**src/rtl/lsu_pkg.sv**
```systemverilog
// Shared types and helpers for the load/store unit.
// Optional bus timeout is enabled with LSU_TIMEOUT_EN.
package lsu_pkg;

  typedef enum logic [2:0] {
    ST_IDLE,
    ST_REQ,
    ST_WAIT,
    ST_DONE,
    ST_ERR
  } lsu_state_t;

  typedef enum logic [1:0] {
    SIZE_B = 2'b00,
    SIZE_H = 2'b01,
    SIZE_W = 2'b10
  } mem_size_t;

  // Size code 2'b11 has no enum member and is always rejected.
  function automatic logic is_misaligned(
    input logic [1:0] size,
    input logic [1:0] off
  );
    is_misaligned = (size == 2'b11)
                 || ((size == SIZE_H) && off[0])
                 || ((size == SIZE_W) && (off != 2'b00));
  endfunction

endpackage

```
**src/rtl/mem_access_unit_lane_align.sv**
```systemverilog
// Byte-lane steering: enables, store replication, load extract/extend.
// Purely combinational.
module lsu_lane_align
  import lsu_pkg::*;
(
  input  logic [1:0]  size_i,
  input  logic [1:0]  off_i,
  input  logic        uns_i,
  input  logic [31:0] wdata_i,
  input  logic [31:0] rdata_i,
  output logic [3:0]  be_o,
  output logic [31:0] wdata_o,
  output logic [31:0] rdata_o
);

  logic [31:0] sh;

  // Lane selection by access size; invalid size drives nothing.
  always_comb begin
    be_o    = '0;
    wdata_o = '0;
    rdata_o = '0;
    sh      = rdata_i >> {off_i, 3'b000};
    case (mem_size_t'(size_i))
      SIZE_B: begin
        be_o    = 4'b0001 << off_i;
        wdata_o = {4{wdata_i[7:0]}};
        rdata_o = {{24{~uns_i & sh[7]}}, sh[7:0]};
      end
      SIZE_H: begin
        be_o    = 4'b0011 << off_i;
        wdata_o = {2{wdata_i[15:0]}};
        rdata_o = {{16{~uns_i & sh[15]}}, sh[15:0]};
      end
      SIZE_W: begin
        be_o    = 4'b1111;
        wdata_o = wdata_i;
        rdata_o = rdata_i;
      end
      default: ;
    endcase
  end

endmodule

```
**src/rtl/mem_access_unit.sv**
```systemverilog
// Load/store unit: one data-bus transaction per start pulse.
// Define LSU_TIMEOUT_EN to abort stalled bus accesses.
module mem_access_unit
  import lsu_pkg::*;
#(
  parameter int ADDR_W         = 32,
  parameter int TIMEOUT_CYCLES = 255
) (
  input  logic              clk,
  input  logic              reset_n,
  input  logic              start,
  input  logic              we,
  input  logic [1:0]        mem_size,
  input  logic              unsigned_ld,
  input  logic [ADDR_W-1:0] addr,
  input  logic [31:0]       wdata,
  output logic              busy,
  output logic              done,
  output logic [31:0]       rdata,
  output logic              misalign,
  output logic              timeout_err,
  output logic              bus_req,
  output logic              bus_we,
  output logic [ADDR_W-1:0] bus_addr,
  output logic [3:0]        bus_be,
  output logic [31:0]       bus_wdata,
  input  logic              bus_gnt,
  input  logic              bus_rvalid,
  input  logic [31:0]       bus_rdata
);

  lsu_state_t        state_q, state_d;
  logic              we_q;
  logic [1:0]        size_q;
  logic              uns_q;
  logic [ADDR_W-1:0] addr_q;
  logic [31:0]       wdata_q;
  logic [31:0]       rdata_q;
  logic [3:0]        be;
  logic [31:0]       wrep;
  logic [31:0]       ld_ext;
  logic              to_hit;

  lsu_lane_align u_align (
    .size_i  (size_q),
    .off_i   (addr_q[1:0]),
    .uns_i   (uns_q),
    .wdata_i (wdata_q),
    .rdata_i (bus_rdata),
    .be_o    (be),
    .wdata_o (wrep),
    .rdata_o (ld_ext)
  );

`ifdef LSU_TIMEOUT_EN
  localparam int CNT_W =
    ($clog2(TIMEOUT_CYCLES + 1) > 8) ? $clog2(TIMEOUT_CYCLES + 1) : 8;

  logic [CNT_W-1:0] cnt_q;
  logic             to_q;

  assign to_hit = ((state_q == ST_REQ) || (state_q == ST_WAIT))
               && (cnt_q == CNT_W'(TIMEOUT_CYCLES - 1));

  // Cycles spent on the bus; IDLE always precedes REQ so it clears here.
  always_ff @(posedge clk or negedge reset_n) begin
    if (!reset_n)
      cnt_q <= '0;
    else if (state_q == ST_IDLE)
      cnt_q <= '0;
    else if ((state_q == ST_REQ) || (state_q == ST_WAIT))
      cnt_q <= cnt_q + 1'b1;
  end

  // Remember that DONE was reached by abort; a real grant/rvalid wins.
  always_ff @(posedge clk or negedge reset_n) begin
    if (!reset_n)
      to_q <= 1'b0;
    else if (state_q == ST_IDLE)
      to_q <= 1'b0;
    else if (to_hit && (((state_q == ST_REQ) && !bus_gnt) ||
                        ((state_q == ST_WAIT) && !bus_rvalid)))
      to_q <= 1'b1;
  end

  assign timeout_err = (state_q == ST_DONE) && to_q;
`else
  logic [31:0] unused_to;
  assign unused_to   = 32'(TIMEOUT_CYCLES);
  assign to_hit      = 1'b0;
  assign timeout_err = 1'b0;
`endif

  // State register.
  always_ff @(posedge clk or negedge reset_n) begin
    if (!reset_n)
      state_q <= ST_IDLE;
    else
      state_q <= state_d;
  end

  // Request capture; later start pulses are ignored while busy.
  always_ff @(posedge clk or negedge reset_n) begin
    if (!reset_n) begin
      we_q    <= 1'b0;
      size_q  <= 2'b00;
      uns_q   <= 1'b0;
      addr_q  <= '0;
      wdata_q <= '0;
    end else if ((state_q == ST_IDLE) && start) begin
      we_q    <= we;
      size_q  <= mem_size;
      uns_q   <= unsigned_ld;
      addr_q  <= addr;
      wdata_q <= wdata;
    end
  end

  // Load result; only read data arriving in WAIT is accepted.
  always_ff @(posedge clk or negedge reset_n) begin
    if (!reset_n)
      rdata_q <= '0;
    else if ((state_q == ST_WAIT) && bus_rvalid)
      rdata_q <= ld_ext;
  end

  // Next-state logic.
  always_comb begin
    state_d = state_q;
    unique case (state_q)
      ST_IDLE:
        if (start)
          state_d = is_misaligned(mem_size, addr[1:0]) ? ST_ERR : ST_REQ;
      ST_REQ:
        if (bus_gnt)
          state_d = we_q ? ST_DONE : ST_WAIT;
        else if (to_hit)
          state_d = ST_DONE;
      ST_WAIT:
        if (bus_rvalid || to_hit)
          state_d = ST_DONE;
      ST_DONE: state_d = ST_IDLE;
      ST_ERR:  state_d = ST_IDLE;
      default: state_d = ST_IDLE;
    endcase
  end

  assign busy      = (state_q != ST_IDLE);
  assign done      = (state_q == ST_DONE) || (state_q == ST_ERR);
  assign misalign  = (state_q == ST_ERR);
  assign rdata     = rdata_q;
  assign bus_req   = (state_q == ST_REQ);
  assign bus_we    = bus_req & we_q;
  assign bus_addr  = bus_req ? {addr_q[ADDR_W-1:2], 2'b00} : '0;
  assign bus_be    = bus_req ? be : 4'b0000;
  assign bus_wdata = bus_req ? wrep : 32'h0;

endmodule

```
**config.mk**
```make
export PLATFORM = sky130hd
export DESIGN_NAME = mem_access_unit
export DESIGN_NICKNAME = d
export VERILOG_FILES = /design/src/rtl/lsu_pkg.sv /design/src/rtl/mem_access_unit_lane_align.sv /design/src/rtl/mem_access_unit.sv
export SDC_FILE = /design/constraint.sdc
export NUM_CORES = 1
export LEC_CHECK = 0
export ABC_AREA = 1
export ABC_CLOCK_PERIOD_IN_PS = 3900
export CORE_AREA = 10 10 121 123
export CTS_CLUSTER_DIAMETER = 100
export CTS_CLUSTER_SIZE = 28
export DETAILED_ROUTE_END_ITERATION = 10
export DIE_AREA = 0 0 131 133
export PLACE_DENSITY = 0.85
export SLEW_MARGIN = 25
export SYNTH_ARGS = -nofsm -noshare
export SYNTH_HDL_FRONTEND = slang
export SYNTH_HIERARCHICAL = 1
export SYNTH_SLANG_ARGS = --single-unit
```
**constraint.sdc**
```tcl
create_clock -name clk -period 3.9 [get_ports clk]
set_input_delay 0.78 -clock clk [delete_from_list [all_inputs] [get_ports clk]]
set_output_delay 0.78 -clock clk [all_outputs]
set_load 0.01 [all_outputs]
```
Yosys cells after proc, flatten, opt, wreduce, memory -nomap -nowiden
Index checks and enable logic that the tools add are counted.
{"block": "word_totals", "mem_count": 0, "word_cells": 50, "in_bits": 105, "mem_bits_ro": 0, "ff_bits": 103, "latchBits": 0, "ramBits": 0, "output_inout_bits": 106}
{"block": "classes", "eq_ne": 12, "muxes": 12, "n_reduce_logical": 12, "div": 0, "mul": 0, "magnitude_cmp": 0, "bitwise": 4, "n_addsub": 0, "shifts": 3}
{"cell": "case mux 32 bit (3 select lines)", "n": 2}
{"cell": "2-to-1 mux 32 bit", "n": 2}
{"cell": ">> shifter 32 x 5 -> 16 bit", "n": 1}
{"cell": "2-to-1 mux 3 bit", "n": 4}
{"cell": "case mux 4 bit (3 select lines)", "n": 1}
{"cell": "case mux 3 bit (3 select lines)", "n": 1}
{"cell": "equality test 2 bit (second input constant)", "n": 3}
{"cell": "equality test 3 x 2 -> 1 bit (second input constant)", "n": 2}
{"cell": "equality test 2 x 1 -> 1 bit (second input constant)", "n": 2}
{"cell": "logical AND 1 bit", "n": 4}
{"cell": "2-to-1 mux 4 bit", "n": 1}
{"cell": "!= test 2 bit (second input constant)", "n": 2}
{"cell": "left shift 1 x 2 -> 4 bit (first input constant)", "n": 1}
{"cell": "left shift 2 x 2 -> 4 bit (first input constant)", "n": 1}
{"cell": "AND 1 bit", "n": 3}
{"cell": "equality test 3 x 1 -> 1 bit (second input constant)", "n": 1}
{"cell": "equality test 3 bit (second input constant)", "n": 1}
{"cell": "logical NOT 3 bit", "n": 1}
{"cell": "logical OR 1 bit", "n": 3}
{"cell": "AND reduction 3 bit", "n": 1}
{"cell": "nonzero test 3 bit", "n": 1}
{"cell": "logical NOT 2 bit", "n": 1}
{"cell": "!= test 2 x 1 -> 1 bit (second input constant)", "n": 1}
{"cell": "nonzero test 2 bit", "n": 1}
{"cell": "other kinds (2)", "n": 2}

Logic depth before layout (Yosys ltp)
{"block": "depth", "depth_word": 7, "depth_mapped": 10, "ltp_nobuf": 8}

By module
Netlist, hierarchy kept.
{"module": "mem_access_unit", "cells_each": 578, "area_each_um2": 4600.7, "instances": 1}
{"module": "lsu_lane_align", "cells_each": 271, "area_each_um2": 1228.7, "instances": 1}

Least setup slack after synthesis
OpenSTA, ideal clock, no wires.
{"block": "synth_path", "kind": "register to output", "startpoint": "reg size_q[1]", "endpoint": "out bus_be[2]", "arrival_time_ps": 1277, "path_slack_ps": 1843, "path_stages_with_launch": 7, "t_required_ps": 3120, "path_buffers": 1, "cell_sequence": "dfrtp_1 -> nor2_2 -> buf_4 -> nand3_1 -> nand3_1 -> inv_1 -> nor2_1"}
{"block": "synth_between", "elab_chain_len": 3, "word_cells_on_any_way": 5, "classes_between": "2 x eq/ne; 2 x mux; 1 x reduce/logical"}
{"item": "start: declaration", "line": "mem_access_unit.sv:34", "source": "logic [1:0] size_q;"}
{"item": "start signal: assignment", "line": "mem_access_unit.sv:112", "source": "size_q <= mem_size;"}
{"item": "equality test 2 bit, or another cell as far along", "line": "mem_access_unit_lane_align.sv:24", "source": "case (mem_size_t'(size_i))"}
{"item": "case mux 4 bit (3 select lines) (*)", "line": "mem_access_unit_lane_align.sv:24"}
{"item": "named net be[2]", "line": "mem_access_unit.sv:39", "source": "logic [3:0] be;"}
{"item": "2-to-1 mux 4 bit (*)", "line": "mem_access_unit.sv:155", "source": "assign bus_be = bus_req ? be : 4'b0000;"}
{"item": "end: declaration", "line": "mem_access_unit.sv:25", "source": "output logic [3:0] bus_be,"}
Mark *: on every way through the listed nets, which the timed path passes. The rest lies on a longest branch.

Worst setup path in the final report
{"block": "layout_path", "startpoint": "reg size_q[1]", "endpoint": "out bus_wdata[31]"}
{"block": "layout_between", "elab_chain_len": 3, "word_cells_on_any_way": 5, "classes_between": "2 x eq/ne; 2 x mux; 1 x reduce/logical"}
{"item": "equality test 2 bit, or another cell as far along", "line": "mem_access_unit_lane_align.sv:24"}
{"item": "case mux 32 bit (3 select lines) (*)", "line": "mem_access_unit_lane_align.sv:24"}
{"item": "named net wrep[31]", "line": "mem_access_unit.sv:40", "source": "logic [31:0] wrep;"}
{"item": "2-to-1 mux 32 bit (*)", "line": "mem_access_unit.sv:156", "source": "assign bus_wdata = bus_req ? wrep : 32'h0;"}
{"item": "end: declaration", "line": "mem_access_unit.sv:26", "source": "output logic [31:0] bus_wdata,"}
Marked as above.

==> flow_metrics.tcl <==
set metrics [dict create \
    timing.fmax_mhz 283 \
    pin_count 211 \
    yosys_warnings 6 \
    top_usage_layer "met2" \
    place.gp.congestion 0.944 \
    worst_pin_slew_ps 972 \
    ys_top_cells_by_area "dfrtp_1 (44%), nand2_1 (17%), nand3_1 (10%)" \
    met3_usage_pct 7.79 \
    dr.pass1.iters 7 \
    num_rows 41 \
    ys_ff_latch 103 \
    power.density_nw_per_um2 784 \
    synthArstFlopShare_pct 100 \
    postCtsHoldBufs 0 \
    grt_pass1_vias 5937 \
    grt_overflow 0 \
    clkPwrFrac_pct 14.6 \
    synthesis.area_um2 5830 \
    switching_share_pct 43.7 \
    fin_cells 1203 \
    critical_path.max_fanout 17 \
    met1_usage_pct 25.1 \
    fp.coreArea_um2 12400 \
    cts_buffer_depth 2 \
    synth_edf_count 0 \
    start_kind "flip-flop" \
    crit_type "flip-flop to primary output" \
    hold_viol 0 \
    hold_class "input pin to async pin" \
    fin_worst_skew_ps 10.1 \
    finalSetupViolCount 0 \
    slew_headroom_pct 35.1 \
    insertedDiodeCount 0 \
    final_util_pct 66.5 \
    tns_ps 0 \
    fp.dieArea_um2 17400 \
    htree_levels 3 \
    die_h_um 133 \
    clockRootBuffer "clkbuf_16" \
    dpl.hpwl_um 13900 \
    grt_max_degree 104 \
    ir_drop_mv 0.431 \
    p_seq_share_pct 29.8 \
    intPower_mw 3.63 \
    cts_buffers 9 \
    cp.required_ps 3120 \
    rsz0062_at_grt "no" \
    yosysMostFrequentCell "nand2_1" \
    maxSlewViolCount 0 \
    antenna_found_initial 0 \
    cts_sinks 103 \
    syn_inst 849 \
    avgRoutedWirePerCell_um 15.8 \
    drc_errors 0 \
    grt_pass1_wl_um 30100 \
    globalRouteMet2Util_pct 35.6 \
    via_per_inst 4.99 \
    finalNetCount 1131 \
    startpoint "size_q[1]$_DFFE_PN0P_" \
    synthTopCellsByCount "nand2_1 (271), nand3_1 (121), nor2_1 (115)" \
    drive_gt1_share_pct 3.69 \
    switching_power_mw 2.82 \
    synth_seq_area_share_pct 44.2 \
    combPwrFrac_pct 55.7 \
    clock_latency_ps 350 \
    synthFlopType "dfrtp_1" \
    min_period_over_period_pct 90.6 \
    arrival_ps 2750 \
    synth_area_leader_cell "dfrtp_1" \
    area_delta_synth_final_pct 41.1 \
    die_x_um 131 \
    place_inst 1187 \
    endpoint_kind "primary output" \
    postCtsSetupBuffers 0 \
    reg2reg_from "size_q[1]$_DFFE_PN0P_" \
    cts_tree "yes" \
    fin_crit_ps 3530 \
    netlist.area_leader.share_pct 44.2 \
    start_util_pct 47.2 \
    vias 5999 \
    status "finished, final reports clean" \
    routed_wl_um 18900 \
    ant_nets 0 \
    ys_types 28 \
    track_usage_pct 21.7 \
    p_leak_nw 4.17 \
    cap_violations 0 \
    clkTransAtPathRegs_ps 70 \
    worst-r2r-cell-count 7 \
    avgSynthCellArea_um2 6.87 \
    initialDrtViolationCount 511 \
    cts_resized 0 \
    port-buffer-count 207 \
]
path summary, 6_finish.rpt:
kind | endpoint | slack, ps
max in group asynchronous | rdata[25]$_DFFE_PN0P_ | 2670
hold reg to reg | rdata[19]$_DFFE_PN0P_ | 470
setup reg to reg | rdata[16]$_DFFE_PN0P_ | 1590
min in group clk | rdata[19]$_DFFE_PN0P_ | 470
hold / removal | rdata[18]$_DFFE_PN0P_ | 460
setup / recovery | bus_wdata[31] | 370
final cells by class:
class                      count  area, um2
fill                        1058       4140
sequential                   103       2580
multi-input combinational    586       2560
timing repair buffer         216       2150
inverter                     110        413
clock buffer                  11        243
tap                          172        215
clock inverter                 5       66.3
kinds of logic (layout without fill, tap and decap cells):
family	Yosys count	after routing	share of synthesized area, %
and+or+nand+nor	520	520	37.3
buffers and inverters	162	342	12.3
DFF	103	103	44.2
AOI/OAI and AO/OA	63	63	6.18
other	1	3	0.0643
registers in the layout, indices dropped and copies added (netlist names):
register,cells
size_q,2
uns_q,1
state_q,3
wdata_q,32
we_q,1
addr_q,32
rdata,32
metal layers:
metal / vias to the layer above / routed length (um)
met3: 36 / 2050
met2: 226 / 9140
li1: 2964 / -
met1: 2773 / 7310
met5: - / 0
met4: 0 / 452
worst max-delay path, stage by stage, from the launching register on:
cell and delay [ps]:
dfrtp_1 710, nand2_1 250, inv_1 500, nand2_1 120, nand3_1 110, inv_1 40
nor2_1 90, clkdlybuf4s50_1 570
power groups by stage:
stage / Sequential, mW / Combinational (mW) / Clock, mW
finish: 1.92 / 3.59 / 0.940
global route: 1.98 / 4.02 / 1.00
CTS: 1.92 / 3.61 / 0.957
detailed placement: 1.93 / 3.59 / 0
global placement: 1.92 / 3.53 / 0
floorplan: 1.87 / 2.15 / 0
stage by stage:
stage	cell area [um2]	hold slack (ps)	setup slack (ps)	total power, mW
3_3_place_gp	7910	453	893	5.45
6_report	8220	461	367	6.45
3_5_place_dp	7920	459	767	5.52
2_1_floorplan	5840	442	1840	4.03
4_1_cts	8220	475	353	6.49
5_1_grt	8220	497	129	6.99
placed cells by master (no fill, tap or decap), drive strengths merged:
master and count:
a21oi 31, buf 10, bufinv 1, clkbuf 11
clkdlybuf4s50 206, clkinv 2, clkinvlp 1, conb 3
dfrtp 103, inv 111, nand2 275, nand3 122
nand3b 2, nor2 118, nor3 2, o211ai 15
o21ai 15, o22ai 1, o31ai 1, or2 1
No activity file was read; power rests on OpenSTA's default activity.
